==> config.mk <==
export PLATFORM = sky130hd
export DESIGN_NAME = mul_pipe_scheduler
export DESIGN_NICKNAME = d
export VERILOG_FILES = /design/src/rtl/mul_sched_pkg.sv /design/src/rtl/mul_pipe_scheduler_rr_arbiter.sv /design/src/rtl/mul_pipe_scheduler.sv
export SDC_FILE = /design/constraint.sdc
export NUM_CORES = 1
export LEC_CHECK = 0
export CAP_MARGIN = 20
export CORE_UTILIZATION = 40
export DETAILED_ROUTE_END_ITERATION = 12
export GPL_TIMING_DRIVEN = 1
export PLACE_DENSITY = 0.77
export SETUP_SLACK_MARGIN = 0.2
export SYNTH_ARGS = -nofsm -noshare
export SYNTH_HDL_FRONTEND = slang
export SYNTH_SLANG_ARGS = --single-unit
export TNS_END_PERCENT = 100
==> constraint.sdc <==
create_clock -name clk -period 7.5 [get_ports clk]
set_input_delay 1.5 -clock clk [delete_from_list [all_inputs] [get_ports clk]]
set_output_delay 1.5 -clock clk [all_outputs]
set_load 0.03 [all_outputs]
==> src/rtl/mul_sched_pkg.sv <==
// Shared sizes and types for the shared-multiplier scheduler: operand/product
// widths, requester tag type and the {valid, tag} delay-line stage.
package mul_sched_pkg;
    localparam int OP_W      = 16;
    localparam int P_W       = 2 * OP_W;
    // Tags are sized for the largest legal requester count so any N_REQ fits.
    localparam int N_REQ_MAX = 8;
    localparam int TAG_W     = $clog2(N_REQ_MAX);

    typedef logic [TAG_W-1:0] tag_t;

    typedef struct packed {
        logic valid;
        tag_t tag;
    } stage_t;
endpackage

==> src/rtl/mul_pipe_scheduler_rr_arbiter.sv <==
// Round-robin arbiter: grants the first eligible requester strictly after ptr,
// wrapping around so that ptr itself has the lowest priority.
module rr_arbiter
    import mul_sched_pkg::*;
#(
    parameter int N = 4
) (
    input  logic [N-1:0] elig,
    input  tag_t         ptr,
    output logic [N-1:0] grant,
    output tag_t         idx
);
    logic found_s;

    // Two passes: indices above ptr first, then the wrapped-around ones.
    always_comb begin
        grant   = '0;
        idx     = '0;
        found_s = 1'b0;
        for (int i = 0; i < N; i++) begin
            if (!found_s && elig[i] && (i > int'(ptr))) begin
                found_s  = 1'b1;
                grant[i] = 1'b1;
                idx      = tag_t'(i);
            end else begin
                found_s = found_s;
            end
        end
        for (int i = 0; i < N; i++) begin
            if (!found_s && elig[i] && (i <= int'(ptr))) begin
                found_s  = 1'b1;
                grant[i] = 1'b1;
                idx      = tag_t'(i);
            end else begin
                found_s = found_s;
            end
        end
    end
endmodule

==> src/rtl/mul_pipe_scheduler.sv <==
// Shares one fixed-latency pipelined multiplier among N_REQ requesters and
// routes each product back to the result slot of the requester that issued it.
module mul_pipe_scheduler
    import mul_sched_pkg::*;
#(
    parameter int N_REQ    = 4,
    parameter int PIPE_LAT = 4
) (
    input  logic                  clk,
    input  logic                  reset,
    input  logic [N_REQ-1:0]      req_valid,
    input  logic [N_REQ*OP_W-1:0] req_a,
    input  logic [N_REQ*OP_W-1:0] req_b,
    output logic [N_REQ-1:0]      req_ready,
    output logic [OP_W-1:0]       mul_a,
    output logic [OP_W-1:0]       mul_b,
    input  logic [P_W-1:0]        mul_p,
    output logic [N_REQ-1:0]      res_valid,
    output logic [N_REQ*P_W-1:0]  res_p,
    input  logic [N_REQ-1:0]      res_ack,
    output logic [3:0]            inflight
);
    stage_t [PIPE_LAT-1:0] line_r;
    stage_t                last_s;
    tag_t                  ptr_r;
    tag_t                  gidx_s;
    logic [N_REQ-1:0]      busy_s;
    logic [N_REQ-1:0]      elig_s;
    logic [N_REQ-1:0]      grant_s;
    logic                  issue_s;
    logic [OP_W-1:0]       sel_a_s;
    logic [OP_W-1:0]       sel_b_s;
    logic [OP_W-1:0]       mul_a_r;
    logic [OP_W-1:0]       mul_b_r;
    logic [N_REQ-1:0]      res_valid_r;
    logic [N_REQ*P_W-1:0]  res_p_r;
    logic [3:0]            inflight_r;

    assign last_s = line_r[PIPE_LAT-1];

    // A requester stays busy from issue until its result has been acked.
    always_comb begin
        busy_s = res_valid_r;
        for (int i = 0; i < N_REQ; i++) begin
            for (int s = 0; s < PIPE_LAT; s++) begin
                busy_s[i] = busy_s[i] | (line_r[s].valid & (line_r[s].tag == tag_t'(i)));
            end
        end
    end

    assign elig_s = req_valid & ~busy_s;

    rr_arbiter #(
        .N(N_REQ)
    ) u_arb (
        .elig  (elig_s),
        .ptr   (ptr_r),
        .grant (grant_s),
        .idx   (gidx_s)
    );

    assign issue_s   = |grant_s;
    assign req_ready = grant_s;

    // Operand mux driven by the one-hot grant.
    always_comb begin
        sel_a_s = '0;
        sel_b_s = '0;
        for (int i = 0; i < N_REQ; i++) begin
            if (grant_s[i]) begin
                sel_a_s = req_a[i*OP_W +: OP_W];
                sel_b_s = req_b[i*OP_W +: OP_W];
            end else begin
                sel_a_s = sel_a_s;
                sel_b_s = sel_b_s;
            end
        end
    end

    // Operand register, tag delay line, RR pointer and in-flight count.
    always_ff @(posedge clk or posedge reset) begin
        if (reset) begin
            mul_a_r    <= '0;
            mul_b_r    <= '0;
            line_r     <= '0;
            ptr_r      <= tag_t'(N_REQ - 1);
            inflight_r <= 4'd0;
        end else begin
            line_r[0] <= '{valid: issue_s, tag: gidx_s};
            for (int s = 1; s < PIPE_LAT; s++) begin
                line_r[s] <= line_r[s-1];
            end
            if (issue_s) begin
                mul_a_r <= sel_a_s;
                mul_b_r <= sel_b_s;
                ptr_r   <= gidx_s;
            end
            inflight_r <= inflight_r + {3'b000, issue_s} - {3'b000, last_s.valid};
        end
    end

    // Result slots: retire sets a slot, ack clears only its valid flag.
    always_ff @(posedge clk or posedge reset) begin
        if (reset) begin
            res_valid_r <= '0;
            res_p_r     <= '0;
        end else begin
            for (int i = 0; i < N_REQ; i++) begin
                if (last_s.valid && (last_s.tag == tag_t'(i))) begin
                    res_valid_r[i]         <= 1'b1;
                    res_p_r[i*P_W +: P_W]  <= mul_p;
                end else if (res_ack[i]) begin
                    res_valid_r[i] <= 1'b0;
                end
            end
        end
    end

    assign mul_a     = mul_a_r;
    assign mul_b     = mul_b_r;
    assign res_valid = res_valid_r;
    assign res_p     = res_p_r;
    assign inflight  = inflight_r;
endmodule

# --- Word-level counts from Yosys, hierarchy flattened ---
# Cells that the tools add are included.
word_totals:
  register_bits: 187
  elab_cells: 140
  input_bits: 170
classes:
  eq_ne: 12
  muxes: 35
  add_sub_neg: 2
  n_lt_le_gt_ge: 6
  n_reduce_logical: 31
  n_bitwise: 34
ops:
  columns: ["operator", "n"]
  rows:
  - ["2-to-1 mux 16 bit", 8]
  - ["== test 3 x 2 -> 1 bit, second input constant", 8]
  - ["2-to-1 mux 1 bit", 21]
  - ["2-to-1 mux 3 bit", 6]
  - ["bitwise AND 1 bit", 16]
  - ["logical AND 1 bit", 16]
  - ["OR 1 bit", 16]
  - ["== test 3 x 1 -> 1 bit, second input constant", 4]
  - ["zero test 3 bit", 4]
  - ["nonzero test 2 bit", 4]
  - ["> comparator 2 x 3 -> 1 bit, first input constant", 2]
  - ["less-or-equal comparator 2 x 3 -> 1 bit, first input constant", 2]
  - ["zero test 1 bit", 6]
  - ["adder 4 x 1 -> 4 bit", 1]
  - ["bitwise AND 4 bit", 1]
  - ["inverter 4 bit", 1]
  - ["OR reduction 4 bit", 1]
  - ["subtractor 4 x 1 -> 4 bit", 1]
  - ["> comparator 1 x 3 -> 1 bit, first input constant", 1]
  - ["less-or-equal comparator 1 x 3 -> 1 bit, first input constant", 1]

# --- Depth between registers and ports, before layout ---
depth:
  depth_word: 36
  ltp_mapped: 11

# --- By module ---
# Synthesis repeated with hierarchy kept, for this count alone.
unflattened:
  hier_cells: 627
  hier_area_um2: 8206.6
by_module_without_submodules:
  columns: ["module", "instances", "area_per_inst_um2", "cells_each"]
  rows:
  - ["mul_pipe_scheduler", 1, 8036.5, 599]
  - ["rr_arbiter", 1, 170.2, 28]

# --- Worst setup path before layout ---
# No wires, ideal clock.
synth_path:
  path_type: "input to output"
  from: "in req_valid[3]"
  to: "out req_ready[1]"
  path_buffers: 0
  arrival_ps: 2587
  required_time_ps: 6000
  slack_ps: 3413
  stages: 6
  cell_sequence: "nor2b_1 -> nand2_1 -> nor3_1 -> o32a_1 -> nand2b_1 -> inv_1"
synth_via:
  elab_chain_len: 11
synth_rtl:
  columns: ["item", "line", "rtl"]
  rows:
  - ["start, declared", "mul_pipe_scheduler.sv:11", "input logic [N_REQ-1:0] req_valid,"]
  - ["bitwise AND 4 bit (*)", "mul_pipe_scheduler.sv:51", "assign elig_s = req_valid & ~busy_s;"]
  - ["logical AND 1 bit (*) (2 in a row)", "mul_pipe_scheduler_rr_arbiter.sv:21", "if (!found_s && elig[i] && (i > int'(ptr))) begin"]
  - ["2-to-1 mux 1 bit (*)", "mul_pipe_scheduler_rr_arbiter.sv:21", null]
  - ["zero test 1 bit", "mul_pipe_scheduler_rr_arbiter.sv:30", "if (!found_s && elig[i] && (i <= int'(ptr))) begin"]
  - ["logical AND 1 bit", "mul_pipe_scheduler_rr_arbiter.sv:30", null]
  - ["2-to-1 mux 1 bit (*)", "mul_pipe_scheduler_rr_arbiter.sv:30", null]
  - ["zero test 1 bit (*)", "mul_pipe_scheduler_rr_arbiter.sv:30", null]
  - ["logical AND 1 bit (*) (2 in a row)", "mul_pipe_scheduler_rr_arbiter.sv:30", null]
  - ["2-to-1 mux 1 bit (*)", "mul_pipe_scheduler_rr_arbiter.sv:30", null]
  - ["end, declared", "mul_pipe_scheduler.sv:14", "output logic [N_REQ-1:0] req_ready,"]
# Mark *: on every way between the ends. The rest lies on a longest branch, timed or not.

# --- Final worst setup path ---
layout_path:
  from: "in req_valid[1]"
  to: "out req_ready[2]"
layout_via:
  elab_chain_len: 22
  elab_cells_between_ends: 23
  cone_classes: "mux (7); bitwise (1); reduce/logical (15)"
layout_rtl:
  columns: ["item", "line"]
  rows:
  - ["bitwise AND 4 bit (*)", "mul_pipe_scheduler.sv:51"]
  - ["logical AND 1 bit", "mul_pipe_scheduler_rr_arbiter.sv:21"]
  - ["2-to-1 mux 1 bit", "mul_pipe_scheduler_rr_arbiter.sv:21"]
  - ["zero test 1 bit", "mul_pipe_scheduler_rr_arbiter.sv:21"]
  - ["logical AND 1 bit (2 in a row)", "mul_pipe_scheduler_rr_arbiter.sv:21"]
  - ["2-to-1 mux 1 bit", "mul_pipe_scheduler_rr_arbiter.sv:21"]
  - ["zero test 1 bit", "mul_pipe_scheduler_rr_arbiter.sv:21"]
  - ["logical AND 1 bit (2 in a row)", "mul_pipe_scheduler_rr_arbiter.sv:21"]
  - ["(+2 left out)", null]
  - ["logical AND 1 bit", "mul_pipe_scheduler_rr_arbiter.sv:30"]
  - ["2-to-1 mux 1 bit", "mul_pipe_scheduler_rr_arbiter.sv:30"]
  - ["zero test 1 bit", "mul_pipe_scheduler_rr_arbiter.sv:30"]
  - ["logical AND 1 bit (2 in a row)", "mul_pipe_scheduler_rr_arbiter.sv:30"]
  - ["2-to-1 mux 1 bit", "mul_pipe_scheduler_rr_arbiter.sv:30"]
  - ["zero test 1 bit", "mul_pipe_scheduler_rr_arbiter.sv:30"]
  - ["logical AND 1 bit (2 in a row)", "mul_pipe_scheduler_rr_arbiter.sv:30"]
  - ["2-to-1 mux 1 bit (*)", "mul_pipe_scheduler_rr_arbiter.sv:30"]
# Marks and branches as above.

==> flow_summary.toml <==
[clocking]
ctsHoldBuffers = 0
clkSinkCount = 182
clock_latency_ns = 0.42
clock_path_buffers = 2
clk_pin_slew_ns = 0.07
cts-root-buf = "clkbuf_16"
htree_levels = 4
post_cts_resize_count = 0
post-cts-setup-buffers = 0
cts_tree = "yes"
cts_inserted_buffers = 17

[synth]
syn_inst = 592
synth.distinct_cells = 40
ys_ff_latch = 182
postSynthAreaPerCell_um2 = 13.1
synth_area_mm2 = 0.00775
synth_ff_type = "dfrtp_1"
yosys_warnings = 0
ys_seq_area_share_pct = 58.8
synth_top_area_share_pct = 58.1
syn_nets = 767
async_flop_share_pct = 100
synth_edf_count = 0
synth_area_leader_cell = "dfrtp_1"
netlist_top_cells_area = "dfrtp_1 58%, mux2_2 19%, a211o_1 3.7%"

[cells_and_area]
final_area_mm2 = 0.0121
regArea_mm2 = 0.00456
nets = 1105
area_growth_pct = 55.8
antenna_cells = 0
final_layout_size_suffix_gt1_share_pct = 19.7
final.fill_count = 1499
layout_commonest_cell = "clkdlybuf4s50_1"
multi_input_area_mm2 = 0.00300
final_cell_mix = "341 x clkdlybuf4s50_1, 180 x dfrtp_1, 128 x mux2_2"

[timing]
post-route-period-util_pct = 76.0
report.final.slew_viol_count = 0
tightest_slew_ns = 1.01
tns_ns = 0
setup_viol = 0
timing.fmax_mhz = 175
slew_headroom_pct = 32.0
fin_crit_ns = 5.70
fin_worst_skew_ns = 0.0150
hold_violations = 0
rsz0062_at_grt = "no"

[pwr]
peakVddDrop_uv = 259
leakage_nw = 5.12
p_per_area_mw_per_mm2 = 537

[placement]
dp_hpwl_mm = 15.9
gp_congestion = 0.903
placed_area_mm2 = 0.0114
numPortBuffers = 341

[detailed_routing]
drc = 0
drt_iter0_drc = 183
vias = 6199
wl_mm = 22.1
wl_per_cell_um = 18.4
drt_pass1_iterations = 5
ant_nets = 0
vias_per_cell = 5.16

[die]
die_x_um = 141
core_mm2 = 0.0188
fp.dieH_um = 141
initial_utilization_pct = 41.2
num_rows = 50
fp.dieArea_mm2 = 0.0199
io-pin-count = 342

[worst_setup_path]
max_stage_delay_ns = 0.74
slowest_stage = "nor2_2"
cpMostUsedCell = "clkdlybuf4s50_1"
critical_path_buf_inv_count = 3
critPathMaxFanout = 36
path_class = "in2out"
required_ns = 6.00
rrSetupSlack_ns = 3.66
cp.arrival_ns = 4.20
cp_top_family = "buffers and inverters"
crit_path_start_kind = "input pin"
cp_cell_sequence = "clkdlybuf4s50_1 -> o211ai_1 -> nor2_2 -> o21ai_0 -> o211a_1 -> buf_4 -> clkdlybuf4s50_1"
cp-end-kind = "output pin"

[flow_run]
maxCapViolCount = 0

[grt]
grt_pass1_wl_mm = 34.2
antenna_found_initial = 0
grt_max_degree = 72
grt_usage_pct = 22.4
grt_overflow = 0
grt_pass1_vias = 6312

[worst_hold_path]
min_path_type = "reg2reg"

[run_status]
status = "complete, no violations"
## per-stage QoR
stage          hold slack (ns)  cells  utilization [%]  total power [mW]  setup slack [ns]
2_1_floorplan            0.398    592                -              4.15              1.06
3_3_place_gp             0.422   1170             60.8              5.55              1.88
3_5_place_dp             0.426   1170             60.8              5.62              1.78
4_1_cts                  0.442   1201             64.0              6.55              1.77
5_1_grt                  0.461   1202             64.1              6.84              1.59
6_report                 0.446   1202             64.1              6.48              1.80
## report_power, final
group / total (mW) / switching (mW) / internal, mW
clock network: 0.904 / 0.394 / 0.510
logic: 3.79 / 2.06 / 1.73
registers: 1.79 / 0.287 / 1.51
total: 6.48 / 2.74 / 3.75
## synth_stat cells (all sizes together) (3+ instances only)
master  count
nor2        6
nor3b       3
o32ai       4
buf        20
a22o       32
dfrtp     180
mux2      128
inv        16
xnor2       3
nand2      72
nand3       8
o21ai       4
nand3b      6
clkbuf     14
o211ai      3
ha          4
a211o      33
o22ai      33
nor2b       4
## final cells by class
class                   count  area share, %
flip-flops and latches    182           37.7
repair buffers            353           29.2
multi-input cells         360           24.9
clock buffers              18           3.64
well taps                 260           2.69
clock inverters            13           1.37
inverters                  16          0.539
## path summary, 6_finish.rpt
check	endpoint	depth (start not counted)	startpoint
min reg2reg	line_r[4]$_DFF_PP0_	0	line_r[0]$_DFF_PP0_
min	line_r[4]$_DFF_PP0_	0	line_r[0]$_DFF_PP0_
max	req_ready[2]	7	req_valid[1]
max in group asynchronous	inflight[0]$_DFF_PP0_	3	reset
max reg2reg	inflight[2]$_DFF_PP0_	11	last_s[0]$_DFF_PP0_
min in group asynchronous	res_p[17]$_DFFE_PP0P_	2	reset
## metal layers
| layer | vias up | wire (um) | track usage, % |
|---|---|---|---|
| li1 | 2840 | - | - |
| met1 | 3051 | 8970 | 27.0 |
| met2 | 262 | 11000 | 37.6 |
| met3 | 46 | 1480 | 6.35 |
| met4 | 0 | 627 | 9.10 |
| met5 | - | 0 | 0 |
## cell families after synthesis
family / Yosys count / share of synthesized area, %
XOR/XNOR: 3 / 0.339
flip-flops: 182 / 58.8
adder cells (fa/ha/maj): 5 / 0.904
buffers and inverters: 50 / 2.68
multiplexers: 128 / 18.6
AO/OA/AOI/OAI: 117 / 12.2
AND/OR/NAND/NOR: 107 / 6.57
## sequential cells by signal, summed over array words and instances, names as in the netlist
register and cells:
inflight 4, last_s 3, line_r 9, mul_a 16, mul_b 16, ptr_r 2, res_p 128, res_valid 4
## worst register-to-register path: cells and delay by family (launching register included)
kind,cells,cell delay (ns)
flip-flops,1,0.44
AND/OR/NAND/NOR,3,1.62
AO/OA/AOI/OAI,1,0.29
buffers and inverters,3,0.45
adder cells (fa/ha/maj),3,0.80
XOR/XNOR,1,0.13
(Power assumes the default switching activity.)
